`src/rtl/lz77_pkg.sv`:
```
// rtl/lz77_pkg.sv - shared LZ77 widths, token type and limit helpers
package lz77_pkg;

    localparam int LZ_DIST_WIDTH        = 4;
    localparam int LZ_LEN_WIDTH         = 4;
    localparam int LZ_WINDOW_ADDR_WIDTH = 4;

    // Token as exchanged with the decompressor.
    typedef struct packed {
        logic [LZ_DIST_WIDTH-1:0] distance;
        logic [LZ_LEN_WIDTH-1:0]  length;
        logic [7:0]               literal;
        logic                     last;
    } token_t;

    // Largest usable distance: limited by both the distance field and the window depth.
    function automatic int max_dist(input int dist_w, input int win_aw);
        int by_field;
        int by_window;
        by_field  = (1 << dist_w) - 1;
        by_window = 1 << win_aw;
        return (by_field < by_window) ? by_field : by_window;
    endfunction

    function automatic int max_len(input int len_w);
        return (1 << len_w) - 1;
    endfunction

endpackage

```
`src/rtl/lz77_prio_enc.sv`:
```
// rtl/lz77_prio_enc.sv - lowest-set-bit encoder returning a 1-based index
module lz77_prio_enc #(
    parameter int WIDTH = 15,
    parameter int IDX_W = 4
) (
    input  logic [WIDTH-1:0] mask_i,
    output logic [IDX_W-1:0] idx_o
);

    // Bit i stands for distance i+1; scan downwards so the lowest set bit wins.
    always_comb begin
        idx_o = '0;
        for (int i = WIDTH - 1; i >= 0; i--) begin
            if (mask_i[i]) begin
                idx_o = IDX_W'(i + 1);
            end
        end
    end

endmodule

```
`src/rtl/lz77_comp_core.sv`:
```
// rtl/lz77_comp_core.sv - streaming greedy LZ77 compressor with shift-register window
module lz77_comp_core
    import lz77_pkg::*;
#(
    parameter int DIST_WIDTH        = LZ_DIST_WIDTH,
    parameter int LEN_WIDTH         = LZ_LEN_WIDTH,
    parameter int WINDOW_ADDR_WIDTH = LZ_WINDOW_ADDR_WIDTH
) (
    input  logic                  clk,
    input  logic                  rst_n,
    input  logic                  in_valid,
    output logic                  in_ready,
    input  logic [7:0]            in_byte,
    input  logic                  in_last,
    output logic                  out_valid,
    input  logic                  out_ready,
    output logic [DIST_WIDTH-1:0] out_distance,
    output logic [LEN_WIDTH-1:0]  out_length,
    output logic [7:0]            out_literal,
    output logic                  out_last
);

    localparam int MAXD  = max_dist(DIST_WIDTH, WINDOW_ADDR_WIDTH);
    localparam int MAXL  = max_len(LEN_WIDTH);
    localparam int DEPTH = 1 << WINDOW_ADDR_WIDTH;
    localparam int CNT_W = WINDOW_ADDR_WIDTH + 1;

    // Only the entries the compare can reach are stored; deeper bytes are never matched.
    logic [7:0]            hist_q [1:MAXD];
    logic [CNT_W-1:0]      hist_count_q, hist_count_d;
    logic [LEN_WIDTH-1:0]  match_len_q, match_len_d;
    logic [MAXD-1:0]       cand_mask_q, cand_mask_d;
    logic [MAXD-1:0]       hit, next_mask;
    logic                  out_valid_q, out_valid_d;
    logic [DIST_WIDTH-1:0] dist_q, dist_d;
    logic [LEN_WIDTH-1:0]  len_q, len_d;
    logic [7:0]            lit_q, lit_d;
    logic                  last_q, last_d;
    logic                  accept, terminate;
    logic [DIST_WIDTH-1:0] enc_idx;

    assign in_ready = !out_valid_q || out_ready;
    assign accept   = in_valid && in_ready;

    lz77_prio_enc #(
        .WIDTH (MAXD),
        .IDX_W (DIST_WIDTH)
    ) u_prio_enc (
        .mask_i (cand_mask_q),
        .idx_o  (enc_idx)
    );

    // Parallel compare of the incoming byte against every valid pre-shift history slot.
    always_comb begin
        hit = '0;
        for (int d = 1; d <= MAXD; d++) begin
            hit[d-1] = (hist_q[d] == in_byte) && (CNT_W'(d) <= hist_count_q);
        end
    end

    // Greedy match extension / token termination and output-register next state.
    always_comb begin
        hist_count_d = hist_count_q;
        match_len_d  = match_len_q;
        cand_mask_d  = cand_mask_q;
        out_valid_d  = out_valid_q;
        dist_d       = dist_q;
        len_d        = len_q;
        lit_d        = lit_q;
        last_d       = last_q;
        next_mask    = ((match_len_q == '0) ? {MAXD{1'b1}} : cand_mask_q) & hit;
        terminate    = in_last || (next_mask == '0) || (match_len_q == LEN_WIDTH'(MAXL));

        if (out_valid_q && out_ready) begin
            out_valid_d = 1'b0;
        end

        if (accept) begin
            if (in_last) begin
                hist_count_d = '0;
            end else if (hist_count_q != CNT_W'(DEPTH)) begin
                hist_count_d = hist_count_q + CNT_W'(1);
            end

            if (terminate) begin
                out_valid_d = 1'b1;
                dist_d      = (match_len_q == '0) ? '0 : enc_idx;
                len_d       = match_len_q;
                lit_d       = in_byte;
                last_d      = in_last;
                match_len_d = '0;
                cand_mask_d = '0;
            end else begin
                match_len_d = match_len_q + LEN_WIDTH'(1);
                cand_mask_d = next_mask;
            end
        end
    end

    // History window shifts on every accepted byte; contents need no reset.
    always_ff @(posedge clk) begin
        if (accept) begin
            hist_q[1] <= in_byte;
            for (int d = 2; d <= MAXD; d++) begin
                hist_q[d] <= hist_q[d-1];
            end
        end
    end

    // Match state and token output register.
    always_ff @(posedge clk or negedge rst_n) begin
        if (!rst_n) begin
            hist_count_q <= '0;
            match_len_q  <= '0;
            cand_mask_q  <= '0;
            out_valid_q  <= 1'b0;
            dist_q       <= '0;
            len_q        <= '0;
            lit_q        <= '0;
            last_q       <= 1'b0;
        end else begin
            hist_count_q <= hist_count_d;
            match_len_q  <= match_len_d;
            cand_mask_q  <= cand_mask_d;
            out_valid_q  <= out_valid_d;
            dist_q       <= dist_d;
            len_q        <= len_d;
            lit_q        <= lit_d;
            last_q       <= last_d;
        end
    end

    assign out_valid    = out_valid_q;
    assign out_distance = dist_q;
    assign out_length   = len_q;
    assign out_literal  = lit_q;
    assign out_last     = last_q;

endmodule

```
`config.mk`:
```
export PLATFORM = sky130hd
export DESIGN_NAME = lz77_comp_core
export DESIGN_NICKNAME = d
export VERILOG_FILES = /design/src/rtl/lz77_pkg.sv /design/src/rtl/lz77_prio_enc.sv /design/src/rtl/lz77_comp_core.sv
export SDC_FILE = /design/constraint.sdc
export NUM_CORES = 1
export LEC_CHECK = 0
export ABC_AREA = 1
export CAP_MARGIN = 10
export CORE_UTILIZATION = 55
export DETAILED_ROUTE_END_ITERATION = 8
export PLACE_DENSITY_LB_ADDON = 0.05
export SLEW_MARGIN = 30
export SYNTH_ARGS = -nofsm -noshare
export SYNTH_HDL_FRONTEND = slang
export SYNTH_SLANG_ARGS = --single-unit
```
`constraint.sdc`:
```
create_clock -name clk -period 14.3 [get_ports clk]
set_input_delay 4.29 -clock clk [delete_from_list [all_inputs] [get_ports clk]]
set_output_delay 4.29 -clock clk [all_outputs]
set_load 0.05 [all_outputs]
```
---- After elaboration in Yosys (flattened, before gate mapping) ----
Memory sizes are Yosys's and may differ from the RTL's.
Index checks and enable logic that the tools add are counted.
storage, ports and cells
  register bits after elaboration ......... 42
  bits in writable memories ............... 120
  output and inout port bits .............. 19
  memories kept ........................... 1
operators by class
  add/subtract/negate cells ............... 2
  order comparisons ....................... 15
  eq/ne operators ......................... 17
  muxes and demuxes ....................... 26
  bitwise gates (word level) .............. 1
  reduce and logical (&&, ||, !) cells .... 26
memory list
  name    depth  width  rd ports  clocked after Yosys merged registers in  write ports  RTL line              source
  hist_q  15     8      15        0                                        15           lz77_comp_core.sv:29  logic [7:0] hist_q [1:MAXD];
operators with widths
  operator             number
  $eq 8x8->1           15
  $mux 4               17
  $le 4x5->1 const A   8
  $mux 15              2
  $le 3x5->1 const A   4
  $logic_and 1x1->1    17
  $and 15x15->15       1
  $logic_not 15->1     1
  $le 2x5->1 const A   2
  $mux 5               2
  $add 5x1->5 const B  1
  $le 1x5->1 const A   1
  $mux 1               5
  $ne 5x5->1 const B   1
  $add 4x1->4 const B  1
  $eq 4x4->1 const B   1
  $logic_not 4->1      1
  $reduce_and 2->1     2
  $logic_or 1x1->1     3
  $reduce_bool 2->1    1
  $logic_not 1->1      1

---- Logic depth before layout (Yosys ltp) ----
Gate-level depths: netlist of run 1.
  depth after elaboration ................. 16
  mapped depth ............................ 17
  gate-level depth less buffers ........... 17

---- Cells and area by module ----
A second synthesis of run 1 with hierarchy kept.
unflattened totals
  cells, all modules ...................... 802
  area total of the unflattened synthesis .. 7915.1 um2
by module, submodules not included
  module          times used  cells each  area each (um2)
  lz77_comp_core  1           756         7724.9
  lz77_prio_enc   1           46          190.2

---- Worst setup path before layout of run 1 ----
No wires, ideal clock.
  path type ............................... input port to flip-flop
  start ................................... input port out_ready
  end ..................................... register, netlist name hist_q[0][100]
  library setup time ...................... 0.531 ns
  arrival time ............................ 8.925 ns
  data required time ...................... 13.769 ns
  setup slack ............................. 4.844 ns
  stages .................................. 6
  path buffers ............................ 2
  path through ............................ inv_1 -> nand2_1 -> nand2_1 -> inv_1 -> clkbuf_1 -> clkbuf_1
RTL lines
  item                RTL line              source
  start: declaration  lz77_comp_core.sv:16  input logic out_ready,

---- Final worst setup path of run 1 ----
  start ................................... input port out_ready
  end ..................................... output port in_ready
between the ends
  cells in the longest elaborated chain, start to end .. 1
RTL lines
  item              RTL line              source
  $logic_or 1x1->1  lz77_comp_core.sv:42  assign in_ready = !out_valid_q || out_ready;
  end: declaration  lz77_comp_core.sv:12  output logic in_ready,
Every way passes these cells.

==> metrics.txt, run 1 <==
status finished, final reports clean; Worst-Skew Late Latency 0.43 ns; Slew Limit Headroom 0.4204; post_cts resized 0; number of nets in the layout 892; top cell type's share of synthesized area 0.4518; initial drt markers 410; worst slew pin tran 0.8666 ns; EDFF count, synth 120; Pre-antenna DRT Iters 5; first-pass GRT wire length 26590 µm; final period utilization 0.6967; critical path, cell by cell clkdlybuf4s50_1 > inv_1 > nand2_1 > clkdlybuf4s50_1; Residual DRC 0; Tightest Hold Check Type flop to flop; critical path's most frequent cell clkdlybuf4s50_1; syn_area_per_cell 9.416 µm²; H-tree levels 4; R2R cell count 7; Longest Clk Path Bufs 2; Cell Area, Synth 0.007975 mm²; wire per inst 15.25 µm; die area 0.01499 mm²; routability congestion estimate 0.8248; pins over their slew limit 0; setup ws final 4.337 ns; crit path DAT 5.67 ns; Fmax 100.4 MHz; Vias per Instance 5.192; Max Cap Viol 0; critical path type input port to output port; share of layout cells above drive strength 1 0.06998; share of the yosys chip area belonging to registers 0.5836; n_diodes 0; GRT Residual Overflow 0; commonest non-fill, non-tap cell in the layout nand2_1; Area Overhead vs Synth 10.92%; total track usage 0.2387; Finish-stage setup viols 0; Fin Setup TNS 0 ns; FF-to-FF End out_literal[4]; CP endpoint in_ready; clock-pin slew on the worst setup and hold paths 0.06 ns; cell count after synthesis 847; initial antenna violation count 0; final hold vios 0; routed wire length 16250 µm; post-route ant nets 0; Yosys reg bits 162; Num CTS Buffers 17; Crit-path slowest cell clkdlybuf4s50_1; Vias 5535; most frequent cells in the layout nand2_1 (298), edfxtp_1 (120), inv_1 (94); CTS tree built; syn nets 865; Critical Path Source out_ready; Synth Flop Type edfxtp_1; vias in the first global route 5377; sequential cell area 0.004654 mm²; CORE AREA 0.01399 mm²; Startpoint Class input port; Reg2Reg Launch Point out_valid; Leak Pwr 3.872 nW; final worst path period need 9.963 ns; Crit Path Max Fanout 3; Synth area leaders edfxtp_1 (45%), nand2_1 (14%), dfrtp_1 (13%), xnor2_1 (6.0%), inv_1 (4.5%); width of the die 122.4 µm; Yosys cell types 36; RSZ-0062 raised after global routing no; Initial Utilization 0.5701; Req. time, crit path 10.01 ns; Chip Height 122.4 µm; Num Clock Sinks 162; YS warnings 0; post-CTS setup buffer count 0; Multi-input gate area 0.002714 mm²; number of core rows 43; largest net degree at the start of global routing 85; clock skew 0.008800 ns; CTS Hold Bufs 0; Peak supply drop 0.07953 mV; pwr dens 130.2 mW/mm²; flop-to-flop setup slack 11.34 ns; DP Worst Slack 4.321 ns; slowest cell delay on critical path 0.80 ns; Post-DP HPWL 11590 µm; area leader, netlist edfxtp_1; Worst Setup End Kind output port; Post-synth ARST share 0.2593; # port buffers 31; Ports 32; clk root buf clkbuf_16; # fillers 1211
report_power, final:
group,internal (W),switching [W],total [W]
Combinational,0.0000512,0.000110,0.000161
Sequential,0.000545,0.0000246,0.000570
Clock,0.000238,0.000183,0.000421
Total,0.000834,0.000317,0.00115
final cells by class:
| class | count | share of cell area |
|---|---|---|
| Sequential cell | 162 | 0.5262 |
| Clock inverter | 13 | 0.01259 |
| Timing Repair Buffer | 34 | 0.03777 |
| Tap cell | 180 | 0.02546 |
| Clock buffer | 18 | 0.04851 |
| Multi-Input combinational cell | 559 | 0.3068 |
| Inverter | 100 | 0.04272 |
per-layer routing:
metal / global-route usage / part of all wire
met5: 0 / 0
met1: 0.3272 / 0.46
met2: 0.3768 / 0.47
met3: 0.04554 / 0.048
met4: 0.09070 / 0.020
through the flow:
step / utilization / std cells / total power (W) / hold WS [ns] / instance area [µm²]
3_5_place_dp: 0.5933 / 1035 / 0.0007403 / 0.4563 / 8299
2_1_floorplan: - / 847 / 0.0006946 / 0.4427 / 7975
4_1_cts: 0.6319 / 1066 / 0.001162 / 0.4720 / 8840
5_1_grt: 0.6324 / 1066 / 0.001203 / 0.4814 / 8846
3_3_place_gp: 0.5933 / 1035 / 0.0007360 / 0.4510 / 8299
6_report: 0.6324 / 1066 / 0.001151 / 0.4711 / 8846
logic make-up (layout without fill, tap and decap cells):
| logic type | Yosys count | after routing | share of synthesized area |
|---|---|---|---|
| simple gates | 437 | 437 | 0.2179 |
| xor+xnor | 67 | 67 | 0.07358 |
| fa+ha+maj | 5 | 5 | 0.007844 |
| compound gates | 50 | 50 | 0.04095 |
| buf+inv | 126 | 165 | 0.07609 |
| flops | 162 | 162 | 0.5836 |
synth_stat cells, types with 8 or more instances:
| master | n |
|---|---|
| buf_6 | 10 |
| dfrtp_1 | 42 |
| nand3_1 | 31 |
| a21oi_1 | 8 |
| nand2_1 | 298 |
| edfxtp_1 | 120 |
| o21ai_0 | 12 |
| nor2_1 | 87 |
| o22ai_1 | 10 |
| xnor2_1 | 55 |
| inv_1 | 95 |
| o21ai_2 | 13 |
| xor2_1 | 12 |
registers in the layout (all words and copies together), names as in the netlist:
register      flops
cand_mask_q      15
hist_count_q      5
hist_q          120
match_len_q       4
out_distance      4
out_last          1
out_length        4
out_literal       8
out_valid         1
critical path, delay by kind of cell:
kind | cells | cell delay (ns)
buf+inv | 3 | 1.30
simple gates | 1 | 0.08
worst min-delay path by stage:
stage,startpoint,endpoint,slack (ns),cells past startpoint
after global routing,hist_q[0][92],hist_q[0][100],0.48,0
after global placement,hist_q[0][87],hist_q[0][95],0.45,0
after floorplan,hist_q[0][37],hist_q[0][45],0.44,0
after CTS,hist_q[0][61],hist_q[0][69],0.47,0
after detailed placement,hist_q[0][61],hist_q[0][69],0.46,0
final,hist_q[0][88],hist_q[0][96],0.47,0
No activity file was read; power rests on OpenSTA's default activity.
==> run 2, diff against run 1 <==
- clock period: 14.3 -> 8 ns (I/O delays scaled with it)
==> metrics.txt, run 2 (synthesis results as in run 1) <==
status finished, final reports clean (unchanged); H-tree levels 4 (unchanged); Startpoint Class input port (unchanged); Post-DP HPWL 11790 µm (was 11590 µm); Post-Layout Cell Count 1065 (was 1066); width of the die 122.4 µm (unchanged); Leak Pwr 3.891 nW (was 3.872 nW); largest net degree at the start of global routing 91 (was 85); worst slew pin tran 0.8260 ns (was 0.8666 ns); Max Cap Viol 0 (unchanged); Vias per Instance 5.138 (was 5.192); critical path, cell by cell clkdlybuf4s50_1 > inv_1 > nand2_1 > clkdlybuf4s50_1 (unchanged); first-pass GRT wire length 26650 µm (was 26590 µm); post-CTS setup buffer count 0 (unchanged); clock skew 0.01176 ns (was 0.008800 ns); total track usage 0.2431 (was 0.2387); post_cts resized 0 (unchanged); final worst path period need 6.195 ns; initial antenna violation count 0 (unchanged); Tightest Hold Check Type flop to flop (unchanged); Crit-path slowest cell clkdlybuf4s50_1 (unchanged); DP Worst Slack 1.790 ns (was 4.321 ns); Area Overhead vs Synth 11.39% (was 10.92%); placed insts 1033 (was 1035); max reg flops 120 (unchanged); initial drt markers 551 (was 410); Peak supply drop 0.1529 mV (was 0.07953 mV); RSZ-0062 raised after global routing no (unchanged); Vias 5472 (was 5535); most frequent cells in the layout nand2_1 (298), edfxtp_1 (120), inv_1 (94) (unchanged); pins over their slew limit 0 (unchanged); Crit Path Max Fanout 3 (unchanged); Worst-Skew Late Latency 0.43 ns (about the same); commonest non-fill, non-tap cell in the layout nand2_1 (unchanged); final period utilization 0.7743; clk root buf clkbuf_16 (unchanged); n_diodes 0 (unchanged); final hold vios 0 (unchanged); Req. time, crit path 5.60 ns (was 10.01 ns); Ports 32 (unchanged); Reg with most FFs hist_q (unchanged); Num Clock Sinks 162 (unchanged); CTS tree built (unchanged); die area 0.01499 mm² (unchanged); critical path's most frequent cell clkdlybuf4s50_1 (unchanged); # port buffers 31 (unchanged); routability congestion estimate 0.8522 (was 0.8248); pwr dens 239.7 mW/mm² (was 130.2 mW/mm²); Residual DRC 0 (unchanged); CTS Hold Bufs 0 (unchanged); Num CTS Buffers 17 (unchanged); share of layout cells above drive strength 1 0.07119 (was 0.06998); Fmax 161.4 MHz; setup ws final 1.805 ns (was 4.337 ns); routed wire length 16770 µm (was 16250 µm); GRT Residual Overflow 0 (unchanged); vias in the first global route 5095 (was 5377); Chip Height 122.4 µm (unchanged); Initial Utilization 0.5701 (unchanged); post-route ant nets 0 (unchanged); clock-pin slew on the worst setup and hold paths 0.06 ns (about the same); critical path type input port to output port (unchanged); number of core rows 43 (unchanged); Longest Clk Path Bufs 2 (unchanged); Fin Setup TNS 0 ns (unchanged); CORE AREA 0.01399 mm² (unchanged); Pre-antenna DRT Iters 5 (unchanged); Finish-stage setup viols 0 (unchanged); wire per inst 15.74 µm (was 15.25 µm); # fillers 1181 (was 1211); number of nets in the layout 890 (was 892); crit path DAT 3.79 ns (was 5.67 ns); slowest cell delay on critical path 0.81 ns (was 0.80 ns); Slew Limit Headroom 0.4476 (was 0.4204); Worst Setup End Kind output port (unchanged)
## run 2: changes by cell type in the layout (fill, tap and decap cells not counted), sizes merged
cell      previous run  this run
buf                  4         2
clkbuf              18        17
bufinv               1         2
inv                102       108
clkinvlp             3         2
clkinv               7         3
## run 2: per-stage QoR
step	util	power [W]	hold slack [ns]	area (µm²)
3_5_place_dp	0.5924	0.001322	0.4576	8287
6_report	0.6351	0.002129	0.4664	8884
3_3_place_gp	0.5922	0.001315	0.4465	8284
4_1_cts	0.6349	0.002142	0.4728	8881
5_1_grt	0.6351	0.002215	0.4769	8884
2_1_floorplan	-	0.001242	0.4427	7975
## run 2: final cells by class
| type | instances | area (µm²) | area share |
|---|---|---|---|
| multi-input combinational | 559 | 2714 | 0.3055 |
| sequential | 162 | 4654 | 0.5239 |
| inverter | 100 | 380.4 | 0.04282 |
| clock buffer | 17 | 425.4 | 0.04789 |
| timing repair buffer | 32 | 315.3 | 0.03549 |
| tap | 180 | 225.2 | 0.02535 |
| clock inverter | 15 | 168.9 | 0.01901 |
## run 2: where the power goes
group	switching [W]	total (W)	internal (W)
Clock	0.000354	0.000822	0.000469
Sequential	0.0000458	0.00102	0.000974
Combinational	0.000196	0.000287	0.0000906
Total	0.000596	0.00213	0.00153
## run 2: path summary, 6_finish.rpt
| kind | start | endpoint | slack (ns) | cells past startpoint |
|---|---|---|---|---|
| max in group asynchronous | rst_n | cand_mask_q[4] | 5.67 | 1 |
| max | out_ready | in_ready | 1.81 | 4 |
| min reg2reg | out_last | out_last | 0.47 | 2 |
| min in group asynchronous | rst_n | out_literal[7] | 1.96 | 1 |
| max reg2reg | match_len_q[0] | out_length[3] | 5.17 | 15 |
| min | out_last | out_last | 0.47 | 2 |
## run 2: layer usage
metal / up-vias / global-route usage / wire length [µm]
li1: 2745 / - / -
met4: 0 / 0.06860 / 146
met2: 118 / 0.3757 / 7763
met5: - / 0 / 0
met1: 2595 / 0.3519 / 8140
met3: 14 / 0.04322 / 715
## run 2: critical path: cells and delay by family
kind                   cells  cell delay, ns
buffers and inverters      3            1.31
and+or+nand+nor            1            0.09
==> run 3, diff against run 2 <==
- clock period: 8 -> 6.22 ns (I/O delays scaled with it)
==> metrics.txt, run 3 (synthesis results as in run 1) <==
Pre-antenna DRT Iters 5 (unchanged); die area 0.01499 mm² (unchanged); pins over their slew limit 0 (unchanged); H-tree levels 4 (unchanged); max reg flops 120 (unchanged); final hold vios 0 (unchanged); CTS tree built (unchanged); GRT busiest layer met2 (unchanged); Buf/Inv on CP 3 (unchanged); final worst path period need 5.104 ns; critical path's most frequent cell clkdlybuf4s50_1 (unchanged); # port buffers 31 (unchanged); clock-pin slew on the worst setup and hold paths 0.06 ns (about the same); worst slew pin tran 0.8717 ns (was 0.8260 ns); initial drt markers 478 (was 551); number of core rows 43 (unchanged); post-CTS setup buffer count 0 (unchanged); routability congestion estimate 0.8301 (was 0.8522); number of nets in the layout 894 (was 890); vias in the first global route 5295 (was 5095); Vias 5534 (was 5472); clk root buf clkbuf_16 (unchanged); first-pass GRT wire length 27270 µm (was 26650 µm); Worst-Skew Late Latency 0.43 ns (about the same); FF-to-FF End out_length[3] (unchanged); Longest Clk Path Bufs 2 (unchanged); hold path startpoint out_last (unchanged); delay-heaviest family, CP buffers and inverters (unchanged); CTS Hold Bufs 0 (unchanged); clock skew 0.007427 ns (was 0.01176 ns); wire per inst 15.91 µm (was 15.74 µm); Reg with most FFs hist_q (unchanged); post-route ant nets 0 (unchanged); crit path DAT 3.24 ns (was 3.79 ns); Worst Setup End Kind output port (unchanged); routed wire length 17010 µm (was 16770 µm); RSZ-0062 raised after global routing no (unchanged); total track usage 0.2479 (was 0.2431); Leak Pwr 3.908 nW (was 3.891 nW); final period utilization 0.8206; commonest non-fill, non-tap cell in the layout nand2_1 (unchanged); Slew Limit Headroom 0.4189 (was 0.4476); Crit-path slowest cell clkdlybuf4s50_1 (unchanged); Hold EP out_last (unchanged); slowest cell delay on critical path 0.80 ns (was 0.81 ns); CORE AREA 0.01399 mm² (unchanged); initial antenna violation count 0 (unchanged); Hold Path Stages 2 (unchanged); Max Cap Viol 0 (unchanged); share of layout cells above drive strength 1 0.07312 (was 0.07119); hold_ws 0.4680 ns (was 0.4664 ns); Residual DRC 0 (unchanged); grt met2 use 0.3799 (was 0.3757); post_cts resized 0 (unchanged); Tightest Hold Check Type flop to flop (unchanged); Fmax 195.9 MHz; Crit Path Max Fanout 3 (unchanged); width of the die 122.4 µm (unchanged); Fin Setup TNS 0 ns (unchanged); Area Overhead vs Synth 11.77% (was 11.39%); R2R cell count 15 (unchanged); GRT Residual Overflow 0 (unchanged); Startpoint Class input port (unchanged); most frequent cells in the layout nand2_1 (298), edfxtp_1 (120), inv_1 (94) (unchanged); Num Clock Sinks 162 (unchanged); Peak supply drop 0.2547 mV (was 0.1529 mV); critical path, cell by cell clkdlybuf4s50_1 > inv_1 > nand2_1 > clkdlybuf4s50_1 (unchanged); critical path type input port to output port (unchanged); Post-DP HPWL 12160 µm (was 11790 µm); Finish-stage setup viols 0 (unchanged); Num CTS Buffers 17 (unchanged); Vias per Instance 5.177 (was 5.138); Req. time, crit path 4.35 ns (was 5.60 ns); Chip Height 122.4 µm (unchanged); flop-to-flop setup slack 3.30 ns (was 5.17 ns); Reg2Reg Launch Point match_len_q[0] (unchanged); pwr dens 305.3 mW/mm² (was 239.7 mW/mm²); n_diodes 0 (unchanged); routing usage on met1 0.3473 (was 0.3519); met3 usage 0.05948 (was 0.04322); largest net degree at the start of global routing 85 (was 91); Initial Utilization 0.5701 (unchanged); status finished, final reports clean (unchanged); Ports 32 (unchanged)
-- run 3: power by group --
group          switching (W)  internal [W]
Combinational       0.000253      0.000120
Sequential         0.0000585       0.00125
Clock               0.000440      0.000597
-- run 3: metal layers --
| layer | routed length [µm] | share of wire |
|---|---|---|
| met3 | 905 | 0.053 |
| met1 | 7956 | 0.47 |
| met5 | 0 | 0 |
| met4 | 241 | 0.014 |
| met2 | 7904 | 0.46 |
-- run 3: worst max-delay path by stage --
stage | depth (start not counted) | start | endpoint | slack (ns)
4_1_cts | 4 | out_ready | in_ready | 1.11
3_3_place_gp | 4 | out_ready | in_ready | 1.11
2_1_floorplan | 6 | out_ready | hist_q[0][100] | 1.08
5_1_grt | 4 | out_ready | in_ready | 1.07
6_report | 4 | out_ready | in_ready | 1.12
3_5_place_dp | 4 | out_ready | in_ready | 1.11
-- run 3: final cells by class --
| class | count | area (µm²) |
|---|---|---|
| clock inverter | 14 | 155.1 |
| multi-input combinational | 559 | 2714 |
| clock buffer | 18 | 429.2 |
| sequential | 162 | 4654 |
| tap | 180 | 225.2 |
| inverter | 100 | 377.9 |
| fill | 1168 | 5075 |
| timing repair buffer | 36 | 357.8 |
-- run 3: worst register-to-register path, stage by stage (launching register included) --
cell	delay, ns
dfrtp_1	0.41
inv_1	0.13
ha_1	0.28
nand2_1	0.09
nor2_2	0.36
nor2_1	0.13
nor2_1	0.18
nand3_1	0.11
nand2_1	0.08
nor2_1	0.06
nand4_1	0.12
nand2_2	0.22
nand2_4	0.39
inv_1	0.13
nand2_1	0.09
nand2_1	0.05
-- run 3: per-stage QoR --
stage                     cells  total power, W  area, µm²    util  setup WS, ns
after CTS                  1069        0.002746       8911  0.6370         1.115
after detailed placement   1037        0.001705       8327  0.5953         1.115
final                      1069        0.002721       8914  0.6372         1.116
after global placement     1037        0.001695       8327  0.5953         1.109
after global routing       1069        0.002837       8914  0.6372         1.074
after floorplan             847        0.001593       7976       -         1.078
